## src/rtl/vga_block_renderer.sv

```systemverilog
// Block-mode VGA scan-out: 640x480@60 timing from a 50 MHz clock with a pixel enable, reading one
// colour word per 20x20 block from memory port B. The scan geometry is parameterised.
module vga_block_renderer #(
  parameter logic [9:0] BASE_ADDR = 10'd256,
  parameter int BLOCK_PX = 20,
  parameter int COLS     = 32,
  parameter int ROWS     = 24,
  parameter int H_FP     = 16,
  parameter int H_SYNC   = 96,
  parameter int H_BP     = 48,
  parameter int V_FP     = 10,
  parameter int V_SYNC   = 2,
  parameter int V_BP     = 33
) (
  input  logic        clk,
  input  logic        reset,
  input  logic [15:0] mem_data,
  output logic [9:0]  mem_addr,
  output logic        mem_we,
  output logic        hsync,
  output logic        vsync,
  output logic [3:0]  red,
  output logic [3:0]  green,
  output logic [3:0]  blue,
  output logic        active,
  output logic        frame_start
);

  localparam int H_ACT = COLS * BLOCK_PX;
  localparam int V_ACT = ROWS * BLOCK_PX;
  localparam int H_TOT = H_ACT + H_FP + H_SYNC + H_BP;
  localparam int V_TOT = V_ACT + V_FP + V_SYNC + V_BP;
  localparam int HW = $clog2(H_TOT);
  localparam int VW = $clog2(V_TOT);
  localparam int SW = $clog2(BLOCK_PX + 1);
  localparam int CW = $clog2(COLS + 1);
  localparam int RW = $clog2(ROWS + 1);

  localparam logic [HW-1:0] H_LAST   = HW'(H_TOT - 1);
  localparam logic [HW-1:0] H_ACT_C  = HW'(H_ACT);
  localparam logic [HW-1:0] HS_START = HW'(H_ACT + H_FP);
  localparam logic [HW-1:0] HS_END   = HW'(H_ACT + H_FP + H_SYNC);
  localparam logic [VW-1:0] V_LAST   = VW'(V_TOT - 1);
  localparam logic [VW-1:0] V_ACT_C  = VW'(V_ACT);
  localparam logic [VW-1:0] V_ACT_M1 = VW'(V_ACT - 1);
  localparam logic [VW-1:0] VS_START = VW'(V_ACT + V_FP);
  localparam logic [VW-1:0] VS_END   = VW'(V_ACT + V_FP + V_SYNC);
  localparam logic [SW-1:0] SUB_LAST = SW'(BLOCK_PX - 1);
  localparam logic [CW-1:0] COL_LAST = CW'(COLS - 1);

  logic          pix_en;
  logic [HW-1:0] h_count, h_nx;
  logic [VW-1:0] v_count, v_nx;
  logic [SW-1:0] sub_x, sub_x_nx, sub_y, sub_y_nx;
  logic [CW-1:0] col, col_nx;
  logic [RW-1:0] row, row_nx, next_row;
  logic [11:0]   cur_color, color_nx;
  logic [9:0]    addr_nx;
  logic          h_wrap, v_wrap, new_block, act_nx;
  logic          unused_hi;

  assign mem_we    = 1'b0;
  assign unused_hi = ^mem_data[15:12];

  always_comb begin
    h_wrap   = (h_count == H_LAST);
    h_nx     = h_wrap ? '0 : h_count + 1'b1;
    v_wrap   = h_wrap && (v_count == V_LAST);
    v_nx     = v_wrap ? '0 : (h_wrap ? v_count + 1'b1 : v_count);

    // Block counters freeze outside the active window so col never runs past COLS-1.
    sub_x_nx = sub_x;
    col_nx   = col;
    if (h_wrap) begin
      sub_x_nx = '0;
      col_nx   = '0;
    end else if (h_nx < H_ACT_C) begin
      sub_x_nx = (sub_x == SUB_LAST) ? '0 : sub_x + 1'b1;
      col_nx   = (sub_x == SUB_LAST) ? col + 1'b1 : col;
    end

    sub_y_nx = sub_y;
    row_nx   = row;
    if (v_wrap) begin
      sub_y_nx = '0;
      row_nx   = '0;
    end else if (h_wrap && (v_nx < V_ACT_C)) begin
      sub_y_nx = (sub_y == SUB_LAST) ? '0 : sub_y + 1'b1;
      row_nx   = (sub_y == SUB_LAST) ? row + 1'b1 : row;
    end

    new_block = (h_nx < H_ACT_C) && (h_wrap || (sub_x == SUB_LAST));
    color_nx  = new_block ? mem_data[11:0] : cur_color;
    next_row  = (v_count < V_ACT_M1) ? ((sub_y == SUB_LAST) ? row + 1'b1 : row) : '0;

    // Address runs one block ahead of the displayed colour; reloaded to the next line's base in h blanking.
    addr_nx = mem_addr;
    if (h_nx == H_ACT_C)
      addr_nx = BASE_ADDR + 10'(next_row) * 10'(COLS);
    else if (new_block && (col_nx != COL_LAST))
      addr_nx = mem_addr + 10'd1;

    act_nx = (h_nx < H_ACT_C) && (v_nx < V_ACT_C);
  end

  always_ff @(posedge clk) begin
    if (reset) begin
      pix_en      <= 1'b0;
      h_count     <= '0;
      v_count     <= '0;
      sub_x       <= '0;
      col         <= '0;
      sub_y       <= '0;
      row         <= '0;
      mem_addr    <= BASE_ADDR;
      cur_color   <= '0;
      hsync       <= 1'b1;
      vsync       <= 1'b1;
      red         <= '0;
      green       <= '0;
      blue        <= '0;
      active      <= 1'b0;
      frame_start <= 1'b0;
    end else begin
      pix_en      <= ~pix_en;
      frame_start <= 1'b0;
      if (pix_en) begin
        h_count     <= h_nx;
        v_count     <= v_nx;
        sub_x       <= sub_x_nx;
        col         <= col_nx;
        sub_y       <= sub_y_nx;
        row         <= row_nx;
        mem_addr    <= addr_nx;
        cur_color   <= color_nx;
        hsync       <= !((h_nx >= HS_START) && (h_nx < HS_END));
        vsync       <= !((v_nx >= VS_START) && (v_nx < VS_END));
        active      <= act_nx;
        red         <= act_nx ? color_nx[11:8] : 4'd0;
        green       <= act_nx ? color_nx[7:4]  : 4'd0;
        blue        <= act_nx ? color_nx[3:0]  : 4'd0;
        frame_start <= (h_nx == '0) && (v_nx == '0);
      end
    end
  end

endmodule

```

## config.mk

```make
export PLATFORM = sky130hd
export DESIGN_NAME = vga_block_renderer
export DESIGN_NICKNAME = d
export VERILOG_FILES = /design/src/rtl/vga_block_renderer.sv
export SDC_FILE = /design/constraint.sdc
export NUM_CORES = 1
export LEC_CHECK = 0
export ABC_AREA = 1
export CAP_MARGIN = 25
export CORE_MARGIN = 1.5
export CORE_UTILIZATION = 40
export CTS_CLUSTER_DIAMETER = 50
export DETAILED_ROUTE_END_ITERATION = 10
export GPL_TIMING_DRIVEN = 0
export HOLD_SLACK_MARGIN = 0.08
export PLACE_DENSITY_LB_ADDON = 0.1
export SLEW_MARGIN = 30
export SYNTH_ARGS = -nofsm -noshare
export SYNTH_HDL_FRONTEND = slang
export SYNTH_SLANG_ARGS = --single-unit
```

## constraint.sdc

```tcl
create_clock -name clk -period 2.5 [get_ports clk]
set_input_delay 0.375 -clock clk [delete_from_list [all_inputs] [get_ports clk]]
set_output_delay 0.375 -clock clk [all_outputs]
set_load 0.005 [all_outputs]
```

# Word level (Yosys, flattened, before mapping)
# Index checks and enable logic that the tools add are counted.
# classes
addsub	8
n_lt_le_gt_ge	7
n_eq_ne	6
muxes	22
n_bitwise	1
reduce_logical	20
# ops
cell	n
10-bit two-way mux	5
5-bit two-way mux	10
10-bit by 1-bit adder with 10-bit output, second input constant	3
10-bit == test, second input constant	3
10-bit by 9-bit less-than comparator with 1-bit output, second input constant	3
10-bit zero test	2
10-bit less-than comparator, second input constant	2
6-bit two-way mux	3
5-bit by 1-bit adder with 5-bit output, second input constant	3
12-bit two-way mux	1
4-bit two-way mux	3
9-bit by 10-bit adder with 10-bit output, first input constant	1
5-bit == test, second input constant	2
10-bit greater-or-equal comparator, second input constant	1
10-bit by 9-bit greater-or-equal comparator with 1-bit output, second input constant	1
1-bit logical AND	8
6-bit by 1-bit adder with 6-bit output, second input constant	1
6-bit by 5-bit != test with 1-bit output, second input constant	1
2-bit AND reduction	3
2-bit nonzero test	3
1-bit zero test	2
2-bit OR reduction	1
1-bit logical OR	1
1-bit NOT	1
# word_totals
register_bits	80
output_inout_bits	27
word_cells	80

# Longest topological paths before layout
# Gate-level depths: netlist of the first run.
# logic_depth
depth_word	9
depth_mapped	19
depth_no_buf	19

# Worst setup path after synthesis of the first run
# No wires, ideal clock.
# synth_path
path_kind	reg-to-reg
startpoint	register h_count[0]
endpoint	register mem_addr[7]
setup_time_ns	0.115
arrival_time_ns	2.037
t_required_ns	2.385
path_slack_ns	0.348
stages_incl_launch_ff	17
n_path_buf	1
period_less_slack_ns	2.152
path_cell_list	dfxtp_1 -> ha_1 -> nand2_2 -> nor2_1 -> nand4_2 -> clkinv_1 -> nor2_1 -> nand2_1 -> nand3_1 -> nand3_1 -> nor2_1 -> nand3_1 -> nand2_1 -> nand2_2 -> buf_6 -> a21oi_1 -> nor2_1
# synth_between
elab_chain_cells	9
elab_cells_between_ends	14
cone_classes	add/sub: 1; order compare: 1; eq/ne: 3; mux: 4; reduce/logical: 5
# synth_lines
item	line_no	source
start: declaration	52	logic [HW-1:0] h_count, h_nx;
start signal: assignment	128	h_count <= h_nx;
10-bit by 1-bit adder with 10-bit output or 10-bit == test (tied branches)	67, 66	
10-bit two-way mux	67	h_nx = h_wrap ? '0 : h_count + 1'b1;
10-bit less-than comparator	77, 92	
6-bit two-way mux	77	end else if (h_nx < H_ACT_C) begin
6-bit two-way mux	74	if (h_wrap) begin
6-bit by 5-bit != test with 1-bit output	100	else if (new_block && (col_nx != COL_LAST))
1-bit logical AND	100	
2-bit nonzero test (no line)	--	
2-bit AND reduction (no line)	--	
end signal: assignment	134	mem_addr <= addr_nx;
end: declaration	18	output logic [9:0] mem_addr,
# Parallel ways exist; a longest one is shown, timed or not.
# A chain may end at the register's enable or synchronous reset.

# Final worst setup path of the first run
# layout_path
startpoint	register h_count[1]
endpoint	register mem_addr[6]
# Same word-level chain as after synthesis.

==> impl_metrics.py, run 1 <==
metrics = {
    "outcome": {
        "status": "finished, final reports clean",
    },
    "logic_synthesis": {
        "avgSynthCellArea_um2": 6.939,
        "synthTopCellsByArea": "dfxtp_1, nand2_1, o21ai_0",
        "yosys.area.top_type": "dfxtp_1",
        "ys_types": 42,
        "syn_area_um2": 4323,
        "yosysTopAreaCellShare_pct": 37.05,
        "syn_inst": 623,
        "synth-seq-area-share_pct": 37.05,
        "ys.warnings.count": 0,
        "syn_nets": 649,
        "synth_seq_cells": 80,
    },
    "route": {
        "drt_pre_antenna_iters": 4,
        "routed-via-count": 4203,
        "antenna_left": 0,
        "wl_met2_mm": 5.035,
        "avgViaCountPerCell": 5.058,
        "wl_per_cell_um": 13.24,
        "wirelength_mm": 11.01,
        "drt_iter0_markers": 220,
        "met1_length_mm": 5.323,
        "top_layer_used": "met4",
        "dr_wl_met3_um": 495,
        "route.detailed.drc": 0,
    },
    "die": {
        "design.core.area_um2": 10420,
        "start_util_pct": 41.50,
        "num_io_pins": 45,
        "num_rows": 37,
        "dieArea_um2": 11440,
        "die_w_um": 107.0,
        "die_y_um": 107.0,
    },
    "setup_path": {
        "path_max_fanout": 8,
        "slowest_stage": "dfxtp_4",
        "critPathRequiredTime_ns": 2.77,
        "cp.arrival_ns": 2.67,
        "r2r_start": "h_count[1]",
        "cp-start-kind": "flop",
        "reg2reg_slack_ns": 0.09,
        "endpoint_kind": "flop",
        "crit_chain": "ha_4 -> nand2_4 -> nor2_4 -> nand2_2 -> nand2_4 -> nand3_4 -> a21oi_4 -> nand2_1 -> nand2_1 -> nor2_1 -> nor2_1 -> nand3_1 -> nand2_2 -> nand2_4 -> clkbuf_16 -> a21oi_2 -> nor2_1",
        "crit_type": "flop to flop",
        "critPathBufInv": 1,
        "r2r-end": "mem_addr[6]",
        "cp_top_family": "simple AND/OR/NAND/NOR gates",
        "r2r_cells": 17,
        "slowest_delay_ns": 0.37,
    },
    "layout": {
        "final_util_pct": 51.70,
        "nFillCells": 1050,
        "nets": 716,
        "antenna_cells": 0,
        "syn_to_final_growth_pct": 24.57,
        "drive_above_1_share_pct": 14.24,
    },
    "global_routing": {
        "grt_max_degree": 15,
        "grt_use_total_pct": 19.81,
        "overflow": 0,
        "grt_pass1_vias": 3963,
        "grt_pass1_wl_mm": 18.17,
        "antenna_found_initial": 0,
    },
    "placed_design": {
        "port_buffers": 39,
        "hpwlAfterDp_mm": 7.747,
        "place.gp.congestion": 0.9047,
    },
    "pwr": {
        "total_power_w": 0.002452,
        "p_per_area_nw_per_um2": 455.3,
        "peakVddDrop_v": 0.0002924,
        "power_leakage_nw": 2.178,
    },
    "sta": {
        "hold_viol": 0,
        "period_share_pct": 96.30,
        "timing.fmax_mhz": 415.4,
        "drv_slew": 0,
        "worst_slew_pin_slew_ns": 0.6852,
        "rsz0062_at_grt": "true",
        "setup_viol": 0,
        "max_slew_margin_pct": 54.32,
        "finalClockSkew_ns": 0.01012,
        "period_needed_ns": 2.407,
    },
    "cts": {
        "ctsRootBufferMaster": "clkbuf_8",
        "cts_tree": "built",
        "clkLatencyLatePin_ns": 0.36,
        "clk_pin_slew_ns": 0.09,
        "htreeDepth": 3,
        "numClockSinks": 80,
        "cts_buffers": 9,
        "cts_buffer_depth": 2,
    },
    "hold_path": {
        "hp-class": "flop to flop",
        "worstHoldEndpoint": "green[0]",
        "min_from": "green[0]",
        "whs_path_depth": 2,
    },
    "run": {
        "maxCapViolations": 0,
    },
}
logic make-up after synthesis:
kind of cell	after synthesis	share of synthesized area (%)
XOR/XNOR	21	4.255
AND/OR/NAND/NOR	283	30.33
adder cells (fa/ha/maj)	8	2.316
AO/OA/AOI/OAI	126	16.12
flip-flops	80	37.05
other	1	0.08675
buffers and inverters	104	9.841
where the power goes:
| group | total, W | switching [W] | internal, W |
|---|---|---|---|
| sequential | 0.00132 | 0.0000201 | 0.00130 |
| combinational | 0.000151 | 0.0000857 | 0.0000656 |
| clock | 0.000983 | 0.000516 | 0.000467 |
state kept, by name, indices dropped and copies added, names as in the netlist:
signal / flops
v_count: 10
pix_en: 1
row: 5
sub_x: 5
active: 1
h_count: 10
vsync: 1
green: 4
sub_y: 5
frame_start: 1
cur_color: 12
mem_addr: 10
blue: 4
col: 6
red: 4
hsync: 1
stage by stage:
step / TNS (ns) / worst slack [ns] / hold slack, ns / cell area (um2) / cells
finish: 0 / 0.09255 / 0.4602 / 5385 / 831
global route: -0.1245 / -0.02844 / 0.4724 / 5385 / 831
CTS: 0 / 0.002887 / 0.4650 / 5109 / 814
detailed placement: -3.977 / -0.1844 / 0.4500 / 4883 / 798
global placement: -4.832 / -0.1957 / 0.4470 / 4883 / 798
floorplan: 0 / 0.3481 / 0.4507 / 4323 / 623
how the worst max path moves through the flow:
| stage | startpoint | endpoint | slack, ns | cells past startpoint |
|---|---|---|---|---|
| after floorplan | h_count[0] | mem_addr[7] | 0.35 | 16 |
| after global placement | reset | h_count[4] | -0.20 | 6 |
| after detailed placement | h_count[0] | mem_addr[6] | -0.18 | 15 |
| after CTS | h_count[0] | mem_addr[6] | 0.003 | 16 |
| after global routing | h_count[1] | mem_addr[7] | -0.03 | 16 |
| final | h_count[1] | mem_addr[6] | 0.09 | 17 |
layer usage:
layer  GRT usage, %  vias up
li1               -     2163
met1          26.02     1928
met3          3.587       15
met5              0        -
met4          7.143        0
met2          32.51       97
cell type report:
| class | instances | area (um2) | share of cell area, % |
|---|---|---|---|
| inverter | 84 | 316.6 | 5.878 |
| multi-input combinational | 439 | 2436 | 45.24 |
| buffer | 20 | 120.1 | 2.230 |
| clock buffer | 10 | 127.6 | 2.370 |
| sequential | 80 | 1610 | 29.90 |
| tap | 136 | 170.2 | 3.160 |
| timing repair buffer | 56 | 535.5 | 9.944 |
| clock inverter | 6 | 68.82 | 1.278 |
timing repair:
item | CTS | global route
gates cloned | 0 | 2
gates resized for setup | 11 | 38
setup buffers | 0 | 15
setup endpoints to repair | 41 | 65
pin swaps | 0 | 16
hold buffers | 0 | 0
cells in the mapped netlist, drive strengths merged:
master,n
nor3b,5
conb,1
dfxtp,80
o22a,1
o32ai,1
nand3,48
a22o,2
nand3b,1
a21oi,31
o22ai,15
xnor2,2
clkbuf,10
or2,1
nor3,9
o21ai,73
nor4,3
nand4,10
and3,1
nand2,121
buf,10
clkinv,1
ha,8
o31ai,2
inv,83
a31oi,1
nor2,84
xor2,19
placed cells by master (no fill, tap or decap), types with 3 or more instances in the layout:
cell type,count
clkdlybuf4s50_1,39
nand4_1,8
inv_1,80
nand3_1,39
clkbuf_8,9
nor3b_1,5
o22ai_1,15
nor2_4,6
nor4_1,3
inv_2,3
nor3_1,8
o21ai_1,13
nand3_2,7
buf_4,20
a21oi_1,25
nor2_2,8
o21ai_0,60
dfxtp_1,77
xor2_1,17
nor2_1,70
nand2_2,9
nand2_1,107
buf_2,3
clkbuf_1,10
a21oi_2,5
nand2_4,5
ha_1,7
worst min-delay path, cell delays in order, from the launching register on:
cell     delay (ns)
dfxtp_1        0.32
nand2_1        0.05
o21ai_1        0.05
(Power assumes the default switching activity.)
==> run 2, diff against run 1 <==
--- a/config.mk
+++ b/config.mk
@@ -8,12 +8,13 @@
 export ABC_AREA = 1
 export CAP_MARGIN = 25
 export CORE_MARGIN = 1.5
-export CORE_UTILIZATION = 40
+export CORE_UTILIZATION = 46
 export CTS_CLUSTER_DIAMETER = 50
 export DETAILED_ROUTE_END_ITERATION = 10
 export GPL_TIMING_DRIVEN = 0
 export HOLD_SLACK_MARGIN = 0.08
 export PLACE_DENSITY_LB_ADDON = 0.1
+export REMOVE_ABC_BUFFERS = 1
 export SLEW_MARGIN = 30
 export SYNTH_ARGS = -nofsm -noshare
 export SYNTH_HDL_FRONTEND = slang
==> run 2 against run 1 <==
Effect of this change:
- flip-flop and latch count unchanged
- via count decreased by 0.74%
- register-to-register slack about the same
- first-iteration DRC count decreased by 16%
- non-clock buffer count decreased by 12
- utilization increased by 7.2 points
- global-route usage increased by 1.8 points
- critical path depth increased by 2
- combinational power decreased by 3%
- maximum frequency decreased by 0.19%
- highest routed layer unchanged
==> impl_metrics.py, run 2 (same netlist as run 1, synthesis figures left out) <==
metrics = {
    "outcome": {
        "status": "finished, final reports clean",
    },
    "setup_path": {
        "reg2reg_slack_ns": 0.09,
        "critPathRequiredTime_ns": 2.76,
        "slowest_delay_ns": 0.37,
        "cp.depth": 19,
        "crit_path_frequent_cell": "nand2_2",
        "cp_top_family": "simple AND/OR/NAND/NOR gates",
        "slowest_stage": "dfxtp_4",
        "critPathBufInv": 1,
        "cp-start-kind": "flop",
        "crit_chain": "ha_4 -> nand2_4 -> nor2_4 -> nand2_2 -> nand2_2 -> nand3_4 -> a21oi_4 -> buf_6 -> nand2_2 -> nand2_2 -> nor2_2 -> nor2_1 -> nand3_1 -> nand2_2 -> nand2_4 -> nand2_4 -> nand2_1 -> nand2_1 -> nor2_1",
        "r2r_cells": 19,
        "crit_type": "flop to flop",
        "endpoint_kind": "flop",
        "path_max_fanout": 7,
        "cp.arrival_ns": 2.67,
    },
    "sta": {
        "fin_ws_ns": 0.08802,
        "rsz0062_at_grt": "true",
        "max_slew_margin_pct": 52.55,
        "worst_slew_pin_slew_ns": 0.7095,
        "period_needed_ns": 2.412,
        "finalClockSkew_ns": 0.01147,
        "period_share_pct": 96.48,
        "setup_viol": 0,
        "hold_viol": 0,
        "timing.fmax_mhz": 414.6,
        "drv_slew": 0,
        "whs_ns": 0.4666,
    },
    "route": {
        "antenna_left": 0,
        "avgViaCountPerCell": 5.222,
        "route.detailed.drc": 0,
        "wl_per_cell_um": 13.44,
        "routed-via-count": 4172,
        "wirelength_mm": 10.74,
        "drt_iter0_markers": 185,
        "drt_pre_antenna_iters": 5,
    },
    "layout": {
        "top_register": "cur_color",
        "nets": 709,
        "final_common_cell": "nand2_1",
        "multi_input_area_um2": 2524,
        "syn_to_final_growth_pct": 25.38,
        "antenna_cells": 0,
        "nFillCells": 871,
        "largest_register_ffs": 12,
        "register_area_um2": 1609,
        "drive_above_1_share_pct": 17.59,
        "final_cell_mix": "nand2_1, dfxtp_1, inv_1",
    },
    "cts": {
        "clkLatencyLatePin_ns": 0.36,
        "clk_pin_slew_ns": 0.10,
        "ctsRootBufferMaster": "clkbuf_8",
        "numClockSinks": 80,
        "cts_buffer_depth": 2,
        "cts_buffers": 9,
        "htreeDepth": 3,
        "cts_tree": "built",
    },
    "global_routing": {
        "grt_pass1_wl_mm": 17.46,
        "grt_max_degree": 36,
        "antenna_found_initial": 0,
        "grt_pass1_vias": 3810,
        "grt_use_total_pct": 21.63,
        "overflow": 0,
    },
    "pwr": {
        "p_per_area_nw_per_um2": 459.6,
        "power_leakage_nw": 2.183,
        "peakVddDrop_v": 0.0003287,
    },
    "die": {
        "die_w_um": 99.94,
        "num_rows": 35,
        "die_y_um": 99.94,
        "dieArea_um2": 9988,
        "start_util_pct": 47.01,
        "num_io_pins": 45,
        "design.core.area_um2": 9196,
    },
    "hold_path": {
        "hp-class": "flop to flop",
        "whs_path_depth": 2,
    },
    "placed_design": {
        "place.gp.congestion": 0.9019,
        "dp_slack_ns": -0.6028,
        "hpwlAfterDp_mm": 6.981,
        "port_buffers": 39,
    },
    "run": {
        "maxCapViolations": 0,
    },
}
## run 2: changes by cell type in the layout (fill, tap and decap cells not counted), sizes merged
cell / before / now
clkbuf: 20 / 9
clkinvlp: 1 / 4
clkinv: 4 / 1
nand4: 10 / 11
buf: 27 / 25
inv: 84 / 87
nand2: 121 / 123
## run 2: worst reg2reg max path, stage by stage (launching register included)
cell,delay [ns]
dfxtp_4,0.37
ha_4,0.15
nand2_4,0.07
nor2_4,0.18
nand2_2,0.08
nand2_2,0.09
nand3_4,0.09
a21oi_4,0.27
buf_6,0.15
nand2_2,0.05
nand2_2,0.06
nor2_2,0.04
nor2_1,0.10
nand3_1,0.10
nand2_2,0.14
nand2_4,0.11
nand2_4,0.11
nand2_1,0.06
nand2_1,0.05
nor2_1,0.04
## run 2: final timing paths
| path | to | startpoint |
|---|---|---|
| worst max-delay path | mem_addr[4] | h_count[1] |
| worst min-delay path | green[2] | green[2] |
| worst max register to register | mem_addr[4] | h_count[1] |
| worst min register to register | green[2] | green[2] |
## run 2: power by group
group,switching (W),internal (W),total (W)
sequential,0.0000281,0.00129,0.00132
clock,0.000538,0.000484,0.00102
combinational,0.0000758,0.0000699,0.000146
total,0.000642,0.00185,0.00249
## run 2: cell type report
class                   instances  share of cell area (%)
clock buffers                   9                   2.285
clock inverters                 7                   1.593
inverters                      84                   5.979
multi-input cells             442                   46.56
flip-flops and latches         80                   29.69
well taps                     111                   2.562
repair buffers                 64                   11.06
repair inverters                2                  0.2770
## run 2: per-stage QoR
| stage | power (W) | std cells | util, % | cell area [um2] | TNS, ns |
|---|---|---|---|---|---|
| global placement | 0.001445 | 753 | 51.56 | 4742 | -65.28 |
| detailed placement | 0.001452 | 754 | 51.71 | 4756 | -21.40 |
| floorplan | 0.001394 | 603 | - | 4213 | 0 |
| CTS | 0.002497 | 781 | 55.52 | 5106 | 0 |
| global route | 0.002594 | 799 | 58.94 | 5420 | -0.9140 |
| finish | 0.002491 | 799 | 58.94 | 5420 | 0 |
## run 2: routing by layer
layer	global-route usage, %	up-vias	wire [um]
li1	-	2162	-
met1	28.50	1918	5032
met2	36.16	81	5162
met3	4.039	11	416
met4	6.392	0	130
met5	0	-	0
## run 2: timing repair
action                     in CTS  in global routing
gates resized for setup        20                 50
setup buffers                   8                 16
hold buffers                    0                  0
cloned                          3                  2
setup endpoints to repair      47                 49
pin swaps                       2                 17
